==> src/rtl/hazard_unit.sv <==
// hazard_unit: scoreboard-based stall, bubble, flush and forwarding control for the in-order pipeline
module hazard_unit #(
  parameter int REG_AW = 5,
  parameter int DEPTH  = 3,
  parameter int FWD_EN = 1,
  parameter int CNT_W  = 32
) (
  input  logic                       clk,
  input  logic                       rst,
  input  logic                       id_valid,
  input  logic [REG_AW-1:0]          id_rs1,
  input  logic                       id_rs1_used,
  input  logic [REG_AW-1:0]          id_rs2,
  input  logic                       id_rs2_used,
  input  logic [REG_AW-1:0]          id_rd,
  input  logic                       id_rd_wr_en,
  input  logic                       id_is_load,
  input  logic                       ex_branch_taken,
  output logic                       stall,
  output logic                       bubble_e,
  output logic                       flush_d,
  output logic [$clog2(DEPTH)-1:0]   fwd_rs1_sel,
  output logic [$clog2(DEPTH)-1:0]   fwd_rs2_sel,
  output logic [CNT_W-1:0]           stall_cnt,
  output logic [CNT_W-1:0]           flush_cnt
);
  localparam int SW = $clog2(DEPTH);

  logic [DEPTH-1:0]             v_q, v_d, wr_q, wr_d, ld_q, ld_d;
  logic [DEPTH-1:0][REG_AW-1:0] rd_q, rd_d;
  logic [REG_AW-1:0]            rs1_q, rs1_d, rs2_q, rs2_d;
  logic                         rs1_used_q, rs1_used_d, rs2_used_q, rs2_used_d;
  logic [CNT_W-1:0]             stall_cnt_q, stall_cnt_d, flush_cnt_q, flush_cnt_d;
  logic                         hazard;

  function automatic logic hit(input logic [REG_AW-1:0] s, input logic u, input logic v,
                               input logic w, input logic [REG_AW-1:0] d);
    return u && v && w && (s == d) && (s != '0);
  endfunction

  // decode source against every in-flight producer; loads only stall until they reach the load-data stage
  always_comb begin
    hazard = 1'b0;
    for (int j = 0; j < DEPTH; j++)
      if ((hit(id_rs1, id_rs1_used, v_q[j], wr_q[j], rd_q[j]) ||
           hit(id_rs2, id_rs2_used, v_q[j], wr_q[j], rd_q[j])) &&
          (FWD_EN == 0 || (ld_q[j] && j < DEPTH - 2)))
        hazard = 1'b1;
  end

  assign flush_d   = ex_branch_taken;
  assign stall     = id_valid && hazard && !ex_branch_taken;
  assign bubble_e  = stall || ex_branch_taken;
  assign stall_cnt = stall_cnt_q;
  assign flush_cnt = flush_cnt_q;

  // forward selects: scan oldest to youngest so the youngest matching producer wins
  always_comb begin
    fwd_rs1_sel = '0;
    fwd_rs2_sel = '0;
    for (int j = DEPTH - 1; j >= 1; j--) begin
      if (FWD_EN != 0 && v_q[0] && hit(rs1_q, rs1_used_q, v_q[j], wr_q[j], rd_q[j]))
        fwd_rs1_sel = (ld_q[j] && j < DEPTH - 1) ? '0 : SW'(j);
      if (FWD_EN != 0 && v_q[0] && hit(rs2_q, rs2_used_q, v_q[j], wr_q[j], rd_q[j]))
        fwd_rs2_sel = (ld_q[j] && j < DEPTH - 1) ? '0 : SW'(j);
    end
  end

  // scoreboard shifts every cycle; EX entry takes decode, killed by stall or flush
  always_comb begin
    v_d         = {v_q[DEPTH-2:0], id_valid && !stall && !flush_d};
    wr_d        = {wr_q[DEPTH-2:0], id_rd_wr_en && (id_rd != '0)};
    ld_d        = {ld_q[DEPTH-2:0], id_is_load};
    rd_d        = {rd_q[DEPTH-2:0], id_rd};
    rs1_d       = id_rs1;
    rs2_d       = id_rs2;
    rs1_used_d  = id_rs1_used;
    rs2_used_d  = id_rs2_used;
    stall_cnt_d = (stall && !(&stall_cnt_q)) ? stall_cnt_q + CNT_W'(1) : stall_cnt_q;
    flush_cnt_d = (flush_d && !(&flush_cnt_q)) ? flush_cnt_q + CNT_W'(1) : flush_cnt_q;
  end

  // state registers with asynchronous clear
  always_ff @(posedge clk or posedge rst) begin
    if (rst) begin
      v_q         <= '0;
      wr_q        <= '0;
      ld_q        <= '0;
      rd_q        <= '0;
      rs1_q       <= '0;
      rs2_q       <= '0;
      rs1_used_q  <= 1'b0;
      rs2_used_q  <= 1'b0;
      stall_cnt_q <= '0;
      flush_cnt_q <= '0;
    end else begin
      v_q         <= v_d;
      wr_q        <= wr_d;
      ld_q        <= ld_d;
      rd_q        <= rd_d;
      rs1_q       <= rs1_d;
      rs2_q       <= rs2_d;
      rs1_used_q  <= rs1_used_d;
      rs2_used_q  <= rs2_used_d;
      stall_cnt_q <= stall_cnt_d;
      flush_cnt_q <= flush_cnt_d;
    end
  end
endmodule

==> config.mk <==
export PLATFORM = sky130hd
export DESIGN_NAME = hazard_unit
export DESIGN_NICKNAME = d
export VERILOG_FILES = /design/src/rtl/hazard_unit.sv
export SDC_FILE = /design/constraint.sdc
export NUM_CORES = 1
export LEC_CHECK = 0
export CELL_PAD_IN_SITES_DETAIL_PLACEMENT = 1
export CELL_PAD_IN_SITES_GLOBAL_PLACEMENT = 2
export CORE_MARGIN = 2
export CORE_UTILIZATION = 33
export DETAILED_ROUTE_END_ITERATION = 7
export PLACE_DENSITY = 0.82
export SYNTH_ARGS = -nofsm -noshare
export SYNTH_HDL_FRONTEND = slang
export SYNTH_SLANG_ARGS = --single-unit
==> constraint.sdc <==
create_clock -name clk -period 4.15 [get_ports clk]
set_input_delay 0.6225 -clock clk [delete_from_list [all_inputs] [get_ports clk]]
set_output_delay 0.6225 -clock clk [all_outputs]
set_load 0.005 [all_outputs]
==> results.ini <==
[timing]
clock.fmax_mhz = 297
final_period_minus_worst_setup_slack_ns = 3.37
tightestPinTransition_ns = 0.896
finalHoldViolations = 0
whs_ns = 0.399
clock-skew-final_ns = 0.00552
slew_violations = 0
final.setup.tns_ns = 0
finalCritPeriodShare = 0.813
setup_violations = 0
slew-limit-headroom = 0.402
setup_ws_ns = 0.778
rsz0062_at_grt = false

[floorplan]
core.rowCount = 42
die_area_um2 = 14400
design.core.area_um2 = 13200
pin_count = 94
start_util = 0.338
die_height_um = 120
fp.dieW_um = 120

[clocking]
numCtsBuffers = 9
holdBufCountCts = 0
max-clock-path-buffers = 2
ctsRootBufferMaster = clkbuf_16
cts.reportedPaths.clkPinSlew_ns = 0.06
htreeDepth = 3
worstSkewPairLatency_ns = 0.34
tritoncts = done
cts_post_setup_buffers_inserted = 0
postCtsResizedCells = 0
cts.sinks = 99

[power]
p_comb_frac = 0.097
worst_ir_drop_vdd_mv = 0.188
clkPwrFrac = 0.425
netSwitchingFraction = 0.226
power_frac_seq = 0.478
power.internal_uw = 1750
cellPowerDensity_nw_per_um2 = 380
p_switching_uw = 511
power.static_leakage_uw = 0.00253

[setup_path]
worst_r2r_startpoint = stall_cnt[0]
worst_setup_path_start_kind = primary input
timing_worst_setup_path_type = in2out
data_arrival_time_at_the_worst_slack_endpoint_ns = 2.75
critical_path_required_ns = 3.53
critical_path.slowest_cell = or4_1
setup.worst_path.start = id_rs1[1]
timing.critical_path.cells = clkdlybuf4s50_1 > or4_1 > o2111ai_1 > nor2_1 > nor2_1 > o21bai_1 > clkdlybuf4s50_1
critPathMaxStageDelay_ns = 0.58
path_max_fanout = 4
timing.critical_path.to_type = primary output

[synthesis]
postSynthRegisterBits = 99
synth.top_cells.by_count = dfrtp_1 (99), xor2_1 (51), xnor2_1 (37)
synth_area_leaders = dfrtp_1 (56%), xor2_1 (10%), xnor2_1 (7.3%)
netlist.top_cell.by_area = dfrtp_1
synth_top_area_share = 0.556
syn-mean-instance-area_um2 = 11.2
instance_count_of_the_mapped_netlist = 396
most_instantiated_library_cell_after_synthesis = dfrtp_1
yosys_most_used_dff = dfrtp_1
synth_nets = 421
synth-edff-count = 0
synthesis.area_um2 = 4450
synth_async_sr_flop_share = 1.00
yosys_warnings = 0
synthDistinctLibCells = 37
proportion_of_synthesized_chip_area_in_sequential_cells = 0.556

[drt]
drc_errors = 0
met2_wirelength_mm = 5.44
dr_wl_met3_um = 556
detail_route.vias_per_cell = 5.01
drt_antenna_net_count = 0
detail_route.iter0.violations = 154
route.detailed.wl_per_inst_um = 16.9
met1Wirelength_mm = 5.29
total_wire_length_mm = 11.5
routed.top_layer = met4
via_count = 3412
dr.pass1.iters = 4

[cells_and_area]
area_growth_pct = 33.6
number_of_inserted_filler_cells_in_the_final_layout = 1432
final_net_count = 525
antennaDiodeCount = 0
post_route_cells_drive_above_1_share = 0.0614

[place]
numPortBuffers = 93
gp_congestion = 0.794
dpl.hpwl_mm = 8.63
place_worst_setup_slack_ns = 0.757

[min_path]
worst_hold_path_type = reg2reg
min_delay_startpoint = wr_q[0]

[global_routing]
grt_pass1_vias = 3649
grt_start_max_net_pins = 74
grt_first_pass_wirelength_mm = 19.1
overflow = 0
number_of_antenna_violations_at_the_first_check_in_global_routing = 0
aggregate_global_route_resource_usage = 0.169

[run_status]
run_status = complete, no violations

[run]
maxCapViolations = 0

## critical path, delay by kind of cell
kind                   cells  cell delay (ns)
AO/OA/AOI/OAI              2             0.35
AND/OR/NAND/NOR            3             0.84
buffers and inverters      2             0.93
## registers in the layout, indices dropped and copies added, names as in the netlist
signal      flops
wr_q            3
v_q             3
rd_q            5
rd_d           10
flush_cnt      32
rs1_q           5
stall_cnt      32
rs2_q           5
ld_q            2
rs2_used_q      1
rs1_used_q      1
## cells in the final DEF (no fill, tap or decap), types with 2 or more instances in the layout
cell type,count
ha_1,2
nor2_1,27
nor3_1,17
o21a_1,2
nand2_1,33
or3_1,3
dfrtp_1,99
buf_4,4
nand4_1,27
nor3_2,4
and4_1,7
nand3_1,19
xnor2_1,37
clkdlybuf4s50_1,93
clkbuf_1,2
or2_2,2
or4_1,5
o21ai_0,2
and3_1,12
nor4_1,11
o2111ai_1,4
inv_1,4
a21oi_1,6
bufinv_16,3
or4_4,2
clkbuf_16,9
o211ai_1,4
xor2_1,51
## final cells by class
type	instances	area, um^2	area share
Inverter	5	21.3	0.00357
Clock buffer	12	246	0.0414
Timing Repair Buffer	97	961	0.161
Clock inverter	4	97.6	0.0164
Multi-Input combinational cell	288	1930	0.324
Sequential cell	99	2480	0.416
Tap cell	176	220	0.0370
## cells by family (layout without fill, tap and decap cells)
logic type,count (synthesis),after routing,synth area share
fa+ha+maj,2,2,0.00562
mux,1,1,0.00253
simple gates,174,174,0.213
flops,99,99,0.556
buf+inv,9,118,0.0110
xor+xnor,88,88,0.173
compound gates,23,23,0.0385
## per-stage QoR
step	instances	power [uW]	area (um^2)	utilization
CTS	681	2290	5950	0.451
global route	681	2350	5950	0.451
detailed placement	665	1320	5610	0.425
finish	681	2260	5950	0.451
floorplan	396	1190	4450	-
global placement	665	1310	5610	0.425
## worst paths after layout
kind	endpoint	slack, ns	depth (start not counted)
worst max-delay path	bubble_e	0.78	7
worst min-delay path	wr_q[1]	0.40	0
worst max register to register	stall_cnt[21]	1.50	7
worst min register to register	wr_q[1]	0.40	0
max in group asynchronous	flush_cnt[8]	2.57	3
min in group asynchronous	flush_cnt[29]	0.83	2
## metal layers
metal	vias up	global-route usage
met1	1707	0.221
li1	1621	-
met3	13	0.0425
met2	71	0.267
met5	-	0
met4	0	0.0691
## power by group through the flow
stage	logic (uW)	clock network [uW]	registers, uW
after global routing	244	1020	1090
after floorplan	102	0	1080
after CTS	225	988	1080
after global placement	219	0	1090
after detailed placement	225	0	1100
final	219	961	1080
No activity file was read; power rests on OpenSTA's default activity.
